### config.mk
export PLATFORM = sky130hd
export DESIGN_NAME = object_table_reader_flat
export DESIGN_NICKNAME = d
export VERILOG_FILES = /design/src/rtl/object_table_reader_pkg.sv /design/src/rtl/object_table_reader_if.sv /design/src/rtl/object_table_reader_moment_adder.sv /design/src/rtl/object_table_reader.sv /design/src/flat_wrapper.sv
export SDC_FILE = /design/constraint.sdc
export NUM_CORES = 2
export LEC_CHECK = 0
export ABC_AREA = 1
export BUFFER_PORTS_ARGS = -buffer_cell sky130_fd_sc_hd__buf_2
export CAP_MARGIN = 5
export CORE_MARGIN = 3
export CORE_UTILIZATION = 28
export CTS_CLUSTER_SIZE = 10
export DETAILED_ROUTE_END_ITERATION = 10
export PLACE_DENSITY = 0.51
export SYNTH_ARGS = -nofsm -noshare
export SYNTH_HDL_FRONTEND = slang
export SYNTH_HIERARCHICAL = 1
export SYNTH_SLANG_ARGS = --single-unit
### constraint.sdc
create_clock -name clk -period 2.1 [get_ports clk]
set_input_delay 0.105 -clock clk [delete_from_list [all_inputs] [get_ports clk]]
set_output_delay 0.105 -clock clk [all_outputs]
set_load 0.05 [all_outputs]
### src/rtl/object_table_reader_pkg.sv
// Shared constants and types for the end-of-frame object table reader.
// Holds the data-table word layout {sum_y, sum_x, area} used by both the labeler and the reader.
// No logic lives here; only widths, field offsets and packed record types.
package object_table_reader_pkg;

  localparam int LABEL_W   = 8;
  localparam int OBJ_WIDTH = 128;
  localparam int NUM_OBJS  = 3;
  localparam int ACC_W     = OBJ_WIDTH;

  // Field offsets inside one data-table word.
  localparam int AREA_LSB  = 0;
  localparam int SX_LSB    = ACC_W;
  localparam int SY_LSB    = 2 * ACC_W;
  localparam int DT_W      = NUM_OBJS * ACC_W;

  typedef logic [LABEL_W-1:0] label_t;
  typedef logic [ACC_W-1:0]   acc_t;

  // First member lands in the MSBs, so area sits at bit 0 as in the table layout.
  typedef struct packed {
    acc_t sum_y;
    acc_t sum_x;
    acc_t area;
  } moments_t;

endpackage

### src/rtl/object_table_reader_if.sv
// Bundle of the reader's control, table-port and object-stream signals.
// master: the reader itself (drives table addresses/writes and the record stream).
// slave: the surrounding frame logic, the tables and the downstream consumer.
interface object_table_reader_if;
  import object_table_reader_pkg::*;

  logic            start;
  label_t          num_labels;
  logic            busy;
  logic            done;

  label_t          mt_r_addr;
  label_t          mt_r_data;
  logic            mt_wen;
  label_t          mt_w_addr;
  label_t          mt_w_data;

  label_t          dt_r_addr;
  logic [DT_W-1:0] dt_r_data;
  logic            dt_wen;
  label_t          dt_w_addr;
  logic [DT_W-1:0] dt_w_data;

  logic            obj_valid;
  logic            obj_ready;
  label_t          obj_label;
  acc_t            obj_area;
  acc_t            obj_sum_x;
  acc_t            obj_sum_y;

  modport master (
    input  start, num_labels, mt_r_data, dt_r_data, obj_ready,
    output busy, done,
    output mt_r_addr, mt_wen, mt_w_addr, mt_w_data,
    output dt_r_addr, dt_wen, dt_w_addr, dt_w_data,
    output obj_valid, obj_label, obj_area, obj_sum_x, obj_sum_y
  );

  modport slave (
    output start, num_labels, mt_r_data, dt_r_data, obj_ready,
    input  busy, done,
    input  mt_r_addr, mt_wen, mt_w_addr, mt_w_data,
    input  dt_r_addr, dt_wen, dt_w_addr, dt_w_data,
    input  obj_valid, obj_label, obj_area, obj_sum_x, obj_sum_y
  );

endinterface

### src/rtl/object_table_reader_moment_adder.sv
// Adds two data-table words field by field (area, sum_x, sum_y).
// Purely combinational; each field wraps independently so no carry crosses fields.
// No handshake; the caller samples the result in the cycle it needs it.
module object_table_reader_moment_adder
  import object_table_reader_pkg::*;
(
  input  logic [DT_W-1:0] a_i,
  input  logic [DT_W-1:0] b_i,
  output logic [DT_W-1:0] sum_o
);

  assign sum_o[AREA_LSB +: ACC_W] = a_i[AREA_LSB +: ACC_W] + b_i[AREA_LSB +: ACC_W];
  assign sum_o[SX_LSB   +: ACC_W] = a_i[SX_LSB   +: ACC_W] + b_i[SX_LSB   +: ACC_W];
  assign sum_o[SY_LSB   +: ACC_W] = a_i[SY_LSB   +: ACC_W] + b_i[SY_LSB   +: ACC_W];

endmodule

### src/rtl/object_table_reader.sv
// End-of-frame pass: flatten merge table, fold child moments into roots, stream one record per object.
// Latency: 2 cycles per root label / 4 per child in flatten, 2 or 6 in fold, 2 per label plus handshake in emit.
// Backpressure: a presented record is held stable until obj_ready; nothing else advances meanwhile.
module object_table_reader
  import object_table_reader_pkg::*;
(
  input  logic                 clk,
  input  logic                 reset_n,
  object_table_reader_if.master bus
);

  // *_A states present an address, the following state consumes the read data.
  typedef enum logic [4:0] {
    S_IDLE,
    S_EMPTY,
    FL_A,
    FL_T,
    FL_RA,
    FL_R,
    FL_END,
    FO_A,
    FO_R,
    FO_LA,
    FO_L,
    FO_S,
    FO_W1,
    FO_END,
    EM_A,
    EM_D,
    EM_HOLD
  } state_t;

  state_t          state_q;
  label_t          n_q;
  label_t          l_q;
  label_t          r_q;
  logic [DT_W-1:0] dl_q;
  logic            busy_q;
  logic            done_q;

  label_t          mt_r_addr_q;
  logic            mt_wen_q;
  label_t          mt_w_addr_q;
  label_t          mt_w_data_q;

  label_t          dt_r_addr_q;
  logic            dt_wen_q;
  label_t          dt_w_addr_q;
  logic [DT_W-1:0] dt_w_data_q;

  logic            obj_valid_q;
  label_t          obj_label_q;
  moments_t        obj_mom_q;

  moments_t        rd_mom;
  logic [DT_W-1:0] sum_d;
  label_t          l_d;
  logic            last_lbl;

  assign rd_mom   = moments_t'(bus.dt_r_data);
  assign l_d      = l_q + label_t'(1);
  assign last_lbl = (l_q == n_q - label_t'(1));

  // data[L] (held in dl_q) plus data[r] arriving on the read port.
  object_table_reader_moment_adder u_moment_adder (
    .a_i   (dl_q),
    .b_i   (bus.dt_r_data),
    .sum_o (sum_d)
  );

  assign bus.busy      = busy_q;
  assign bus.done      = done_q;
  assign bus.mt_r_addr = mt_r_addr_q;
  assign bus.mt_wen    = mt_wen_q;
  assign bus.mt_w_addr = mt_w_addr_q;
  assign bus.mt_w_data = mt_w_data_q;
  assign bus.dt_r_addr = dt_r_addr_q;
  assign bus.dt_wen    = dt_wen_q;
  assign bus.dt_w_addr = dt_w_addr_q;
  assign bus.dt_w_data = dt_w_data_q;
  assign bus.obj_valid = obj_valid_q;
  assign bus.obj_label = obj_label_q;
  assign bus.obj_area  = obj_mom_q.area;
  assign bus.obj_sum_x = obj_mom_q.sum_x;
  assign bus.obj_sum_y = obj_mom_q.sum_y;

  // Whole pass sequencer; write enables and done are single-cycle pulses cleared by default.
  always_ff @(posedge clk or negedge reset_n) begin
    if (!reset_n) begin
      state_q     <= S_IDLE;
      n_q         <= '0;
      l_q         <= '0;
      r_q         <= '0;
      dl_q        <= '0;
      busy_q      <= 1'b0;
      done_q      <= 1'b0;
      mt_r_addr_q <= '0;
      mt_wen_q    <= 1'b0;
      mt_w_addr_q <= '0;
      mt_w_data_q <= '0;
      dt_r_addr_q <= '0;
      dt_wen_q    <= 1'b0;
      dt_w_addr_q <= '0;
      dt_w_data_q <= '0;
      obj_valid_q <= 1'b0;
      obj_label_q <= '0;
      obj_mom_q   <= '0;
    end else begin
      done_q   <= 1'b0;
      mt_wen_q <= 1'b0;
      dt_wen_q <= 1'b0;

      case (state_q)
        S_IDLE: begin
          if (bus.start) begin
            n_q    <= bus.num_labels;
            l_q    <= label_t'(1);
            busy_q <= 1'b1;
            if (bus.num_labels <= label_t'(1)) begin
              state_q <= S_EMPTY;
            end else begin
              mt_r_addr_q <= label_t'(1);
              state_q     <= FL_A;
            end
          end
        end

        // No valid labels: close the pass without touching either table.
        S_EMPTY: begin
          done_q  <= 1'b1;
          busy_q  <= 1'b0;
          state_q <= S_IDLE;
        end

        FL_A: state_q <= FL_T;

        // t = merge[L]; roots are already flat, children need their parent's root.
        FL_T: begin
          if (bus.mt_r_data == l_q) begin
            if (last_lbl) begin
              l_q         <= label_t'(1);
              mt_r_addr_q <= label_t'(1);
              state_q     <= FO_A;
            end else begin
              l_q         <= l_d;
              mt_r_addr_q <= l_d;
              state_q     <= FL_A;
            end
          end else begin
            mt_r_addr_q <= bus.mt_r_data;
            state_q     <= FL_RA;
          end
        end

        FL_RA: state_q <= FL_R;

        // r = merge[t], already flat because t < L; point L straight at it.
        FL_R: begin
          mt_wen_q    <= 1'b1;
          mt_w_addr_q <= l_q;
          mt_w_data_q <= bus.mt_r_data;
          if (last_lbl) begin
            state_q <= FL_END;
          end else begin
            l_q         <= l_d;
            mt_r_addr_q <= l_d;
            state_q     <= FL_A;
          end
        end

        // Lets the final merge write land before fold starts.
        FL_END: begin
          l_q         <= label_t'(1);
          mt_r_addr_q <= label_t'(1);
          state_q     <= FO_A;
        end

        FO_A: state_q <= FO_R;

        FO_R: begin
          if (bus.mt_r_data == l_q) begin
            if (last_lbl) begin
              l_q         <= label_t'(1);
              mt_r_addr_q <= label_t'(1);
              dt_r_addr_q <= label_t'(1);
              state_q     <= EM_A;
            end else begin
              l_q         <= l_d;
              mt_r_addr_q <= l_d;
              state_q     <= FO_A;
            end
          end else begin
            r_q         <= bus.mt_r_data;
            dt_r_addr_q <= l_q;
            state_q     <= FO_LA;
          end
        end

        FO_LA: begin
          dt_r_addr_q <= r_q;
          state_q     <= FO_L;
        end

        FO_L: begin
          dl_q    <= bus.dt_r_data;
          state_q <= FO_S;
        end

        // data[r] is on the read port now; the root absorbs the child.
        FO_S: begin
          dt_wen_q    <= 1'b1;
          dt_w_addr_q <= r_q;
          dt_w_data_q <= sum_d;
          state_q     <= FO_W1;
        end

        // Clear the child so it can never be emitted.
        FO_W1: begin
          dt_wen_q    <= 1'b1;
          dt_w_addr_q <= l_q;
          dt_w_data_q <= '0;
          if (last_lbl) begin
            state_q <= FO_END;
          end else begin
            l_q         <= l_d;
            mt_r_addr_q <= l_d;
            state_q     <= FO_A;
          end
        end

        FO_END: begin
          l_q         <= label_t'(1);
          mt_r_addr_q <= label_t'(1);
          dt_r_addr_q <= label_t'(1);
          state_q     <= EM_A;
        end

        EM_A: state_q <= EM_D;

        EM_D: begin
          if ((bus.mt_r_data == l_q) && (rd_mom.area != '0)) begin
            obj_valid_q <= 1'b1;
            obj_label_q <= l_q;
            obj_mom_q   <= rd_mom;
            state_q     <= EM_HOLD;
          end else if (last_lbl) begin
            done_q  <= 1'b1;
            busy_q  <= 1'b0;
            state_q <= S_IDLE;
          end else begin
            l_q         <= l_d;
            mt_r_addr_q <= l_d;
            dt_r_addr_q <= l_d;
            state_q     <= EM_A;
          end
        end

        EM_HOLD: begin
          if (bus.obj_ready) begin
            obj_valid_q <= 1'b0;
            if (last_lbl) begin
              done_q  <= 1'b1;
              busy_q  <= 1'b0;
              state_q <= S_IDLE;
            end else begin
              l_q         <= l_d;
              mt_r_addr_q <= l_d;
              dt_r_addr_q <= l_d;
              state_q     <= EM_A;
            end
          end
        end

        default: state_q <= S_IDLE;
      endcase
    end
  end

endmodule

### src/flat_wrapper.sv
// flat-port wrapper written by rule: the top's interface ports become plain ports
module object_table_reader_flat import object_table_reader_pkg::*;
  (clk, reset_n, bus_start, bus_num_labels, bus_mt_r_data, bus_dt_r_data, bus_obj_ready, bus_busy, bus_done, bus_mt_r_addr, bus_mt_wen, bus_mt_w_addr, bus_mt_w_data, bus_dt_r_addr, bus_dt_wen, bus_dt_w_addr, bus_dt_w_data, bus_obj_valid, bus_obj_label, bus_obj_area, bus_obj_sum_x, bus_obj_sum_y);
  object_table_reader_if bus_i ();
  input  logic clk;
  input  logic reset_n;
  input wire logic [$bits(bus_i.start)-1:0] bus_start;
  input wire logic [$bits(bus_i.num_labels)-1:0] bus_num_labels;
  input wire logic [$bits(bus_i.mt_r_data)-1:0] bus_mt_r_data;
  input wire logic [$bits(bus_i.dt_r_data)-1:0] bus_dt_r_data;
  input wire logic [$bits(bus_i.obj_ready)-1:0] bus_obj_ready;
  output wire logic [$bits(bus_i.busy)-1:0] bus_busy;
  output wire logic [$bits(bus_i.done)-1:0] bus_done;
  output wire logic [$bits(bus_i.mt_r_addr)-1:0] bus_mt_r_addr;
  output wire logic [$bits(bus_i.mt_wen)-1:0] bus_mt_wen;
  output wire logic [$bits(bus_i.mt_w_addr)-1:0] bus_mt_w_addr;
  output wire logic [$bits(bus_i.mt_w_data)-1:0] bus_mt_w_data;
  output wire logic [$bits(bus_i.dt_r_addr)-1:0] bus_dt_r_addr;
  output wire logic [$bits(bus_i.dt_wen)-1:0] bus_dt_wen;
  output wire logic [$bits(bus_i.dt_w_addr)-1:0] bus_dt_w_addr;
  output wire logic [$bits(bus_i.dt_w_data)-1:0] bus_dt_w_data;
  output wire logic [$bits(bus_i.obj_valid)-1:0] bus_obj_valid;
  output wire logic [$bits(bus_i.obj_label)-1:0] bus_obj_label;
  output wire logic [$bits(bus_i.obj_area)-1:0] bus_obj_area;
  output wire logic [$bits(bus_i.obj_sum_x)-1:0] bus_obj_sum_x;
  output wire logic [$bits(bus_i.obj_sum_y)-1:0] bus_obj_sum_y;
  assign bus_i.start = bus_start;
  assign bus_i.num_labels = bus_num_labels;
  assign bus_i.mt_r_data = bus_mt_r_data;
  assign bus_i.dt_r_data = bus_dt_r_data;
  assign bus_i.obj_ready = bus_obj_ready;
  assign bus_busy = bus_i.busy;
  assign bus_done = bus_i.done;
  assign bus_mt_r_addr = bus_i.mt_r_addr;
  assign bus_mt_wen = bus_i.mt_wen;
  assign bus_mt_w_addr = bus_i.mt_w_addr;
  assign bus_mt_w_data = bus_i.mt_w_data;
  assign bus_dt_r_addr = bus_i.dt_r_addr;
  assign bus_dt_wen = bus_i.dt_wen;
  assign bus_dt_w_addr = bus_i.dt_w_addr;
  assign bus_dt_w_data = bus_i.dt_w_data;
  assign bus_obj_valid = bus_i.obj_valid;
  assign bus_obj_label = bus_i.obj_label;
  assign bus_obj_area = bus_i.obj_area;
  assign bus_obj_sum_x = bus_i.obj_sum_x;
  assign bus_obj_sum_y = bus_i.obj_sum_y;
  object_table_reader u_core (.clk(clk), .reset_n(reset_n), .bus(bus_i));
endmodule
==> reports/summary.txt <==
Critical path peak fanout = 3
Placed insts = 20900
Crit path from = u_core/dl_q[87]
Io pins = 1225
GR met3 Demand/Resource = 5.51%
Routed WL per cell = 22.6 um
WS Path Type = reg -> reg
Post-Synthesis Cells = 13900
Vias in the first global route = 98100
Pleak = 78.1 nW
GRT met2 Usage = 46.1%
HPWL after DPL = 410000 um
Seq/Total Area, Yosys = 34.9%
Die area = 0.323 mm^2
Final WS setup = -0.423 ns
Largest net degree at the start of global routing = 106
Clock Skew = 0.0722 ns
Hold_sp = bus_dt_r_data[255]
Initial Util = 28.3%
R2R Setup Slk = -0.42 ns
Worst Setup Start Kind = register
Core region area = 0.313 mm^2
Max cap viols = 0
Drt first pass iters = 8
Fin area = 0.140 mm^2
Syn Nets = 14700
Fillers = 32500
Most frequent cells in the layout = nand2_1 (4231), inv_1 (2742), buf_4 (1898)
Worst slew margin = 52.0%
Reg clk slew, reported paths = 0.06 ns
Hold Violations, Final = 0
Dpl cell area = 0.114 mm^2
Inserted Clock Buffers = 163
Global Route Usage Sum = 29.2%
Global route overflow = 0
Die Y = 568 um
VDD IR max = 1180 uV
Total number of vias = 103000
# setup viols final = 756
HP Class = in -> reg
Final worst-path cycle share = 120%
Share of cells above drive strength 1 = 37.0%
Hold depth = 4
Failing checks = negative setup slack
Mapped Area = 0.0885 mm^2
CTS tree = done
Clk sinks = 1234
Crit path arrival time = 3.25 ns
Synth warnings = 6
Row count = 205
Final wirelength = 492000 um
Worst-Margin Slew = 0.718 ns
Synth async-reset ratio = 100%
Initial antenna violation count = 47
Avg Cell Area, Syn = 6.37 um^2
H-Tree Level Count = 4
Power Dens Cells = 1460 mW/mm^2
WP data required = 2.83 ns
Die width = 568 um
Antenna-violating nets left = 0
PortBufs = 1224
Prevailing post-synth register cell = dfrtp_1
Final core occ = 44.7%
Routability congestion estimate = 1.04
Area growth, synth to finish = 58.0%
Clock Latency Late Sink = 0.87 ns
CP Capture Type = register
Final Instance Count excl. Fillers = 21800
Final Max Tran Viols = 0
Outcome = finished, violations left
Root Buffer = clkbuf_16
Max Clock Freq = 0.396 GHz
Post-synth EDFFs = 0
Min Tclk post-route = 2.52 ns
Worst reg2reg path endpoint = u_core/bus.dt_w_data[108]
Netlist cell types = 46
RSZ-0062 raised after global routing = true
Max Root-Sink Buffers = 4
First-pass GRT wire length = 688000 um
Via density = 4.70
Met1 Use GR = 38.4%
Worst Hold End = u_core/bus.obj_sum_x[127]
Reg2reg start = u_core/dl_q[87]
Total Nets Final = 18400
Most common cell after layout, fill and taps aside = nand2_1
Gr busiest metal = met2
Yosys reg bits = 1234
# DRC = 0
Initial DRC count = 9108
Total power = 205 mW
R2R cell count = 16
-- layout make-up --
class | instances | area (um^2) | share of cell area [%]
Antenna cell | 32 | 80.1 | 0.0572
Clock buffer | 206 | 4460 | 3.19
Inverter | 2985 | 11200 | 8.02
Tap cell | 4140 | 5180 | 3.70
Clock inverter | 41 | 558 | 0.399
Sequential cell | 1234 | 30900 | 22.1
Multi-Input combinational cell | 9413 | 59500 | 42.5
Timing Repair Buffer | 3772 | 28000 | 20.0
-- layer usage --
metal	wire (um)	up-vias	part of all wire, %
li1	-	49400	-
met1	209000	48600	43
met2	218000	3858	44
met3	37700	834	7.7
met4	27000	16	5.5
met5	93	-	0.019
-- report_power, final --
part           internal, mW  switching (mW)  leakage [nW]
clock                  16.0            11.7          2.46
combinational          54.9            84.5          59.6
sequential             30.2            7.21          16.0
-- critical path: stages, from the launching register on --
cell     delay (ns)
dfrtp_1        0.42
ha_4           0.27
buf_4          0.14
nand2_1        0.05
nand2_1        0.06
inv_1          0.05
nand2_1        0.08
nand2_1        0.06
nand2_1        0.11
buf_4          0.16
a21oi_2        0.15
nor2_1         0.06
nor2_1         0.31
nand3_1        0.13
nand2_1        0.07
nand2_1        0.05
a22o_1         0.19
-- synthesized netlist by cell type, types with 5 or more instances --
| library cell | count | area (um^2) |
|---|---|---|
| nand3_2 | 44 | 440 |
| a21oi_1 | 299 | 1500 |
| and2_1 | 10 | 62.6 |
| inv_2 | 53 | 199 |
| a22oi_1 | 5 | 37.5 |
| nand2_1 | 5527 | 20700 |
| inv_1 | 2928 | 11000 |
| xnor2_1 | 9 | 78.8 |
| nor2_2 | 136 | 851 |
| nand4_1 | 82 | 513 |
| buf_2 | 115 | 576 |
| nand2_2 | 74 | 463 |
| xor2_1 | 195 | 1710 |
| nor3_1 | 54 | 270 |
| nor4_2 | 6 | 75.1 |
| ha_1 | 383 | 4790 |
| o22ai_1 | 14 | 87.6 |
| o21bai_1 | 21 | 158 |
| a22o_1 | 375 | 3280 |
| buf_1 | 18 | 67.6 |
| o21ai_0 | 528 | 2640 |
| dfrtp_1 | 1234 | 30900 |
| nor2_1 | 918 | 3450 |
| nand3_1 | 335 | 1680 |
| nor3_2 | 30 | 300 |
| nor2_4 | 20 | 225 |
| clkbuf_1 | 137 | 514 |
| o21ai_1 | 317 | 1590 |
| a31oi_1 | 6 | 37.5 |
-- sequential cells by signal (all words and copies together), names as in the netlist --
register,flops
u_core/bus.dt_w_data,384
u_core/dl_q,384
u_core/bus.obj_area,128
u_core/bus.obj_sum_x,128
u_core/bus.obj_sum_y,128
u_core/bus.dt_r_addr,8
u_core/bus.dt_w_addr,8
u_core/bus.mt_r_addr,8
u_core/bus.mt_w_addr,8
u_core/bus.mt_w_data,8
u_core/bus.obj_label,8
u_core/l_q,8
u_core/n_q,8
u_core/r_q,8
u_core/state_q,5
u_core/bus.busy,1
u_core/bus.done,1
u_core/bus.dt_wen,1
u_core/bus.mt_wen,1
u_core/bus.obj_valid,1
-- how the worst max path moves through the flow --
stage / to / slack (ns)
6_report: u_core/bus.dt_w_data[108] / -0.42
5_1_grt: u_core/bus.dt_w_data[118] / -0.52
4_1_cts: u_core/bus.dt_w_data[364] / -0.42
3_5_place_dp: u_core/bus.dt_w_data[243] / -0.71
3_3_place_gp: u_core/bus.dt_w_data[104] / -0.73
2_1_floorplan: u_core/bus.dt_w_data[380] / -0.03
-- cell families after synthesis --
logic type / after synthesis / synth area share, %
and+or+nand+nor: 7246 / 33.0
xor gates and xnor gates: 204 / 2.02
AOI/OAI and AO/OA: 1577 / 10.6
DFF: 1234 / 34.9
buffers and inverters: 3258 / 14.0
adders and majority gates: 386 / 5.48
-- what timing repair did --
item                                     CTS  global route
setup buffers                            129           104
pin swaps                                476           487
hold buffers                             406             1
hold endpoints to repair                2245             1
cloned                                     0             0
endpoints found under the setup margin   740           797
resized for setup                       1993          1587
-- per-stage QoR --
step                      hold slack [ns]  setup TNS [ns]  worst slack, ns
final                              0.0767         -143.27           -0.423
after global routing               0.0596         -232.28           -0.524
after CTS                         0.00178         -130.77           -0.421
after detailed placement           0.0580         -329.73           -0.706
after global placement             0.0597         -318.34           -0.732
after floorplan                    -0.191         -0.0907          -0.0307
No activity file was read; power rests on OpenSTA's default activity.
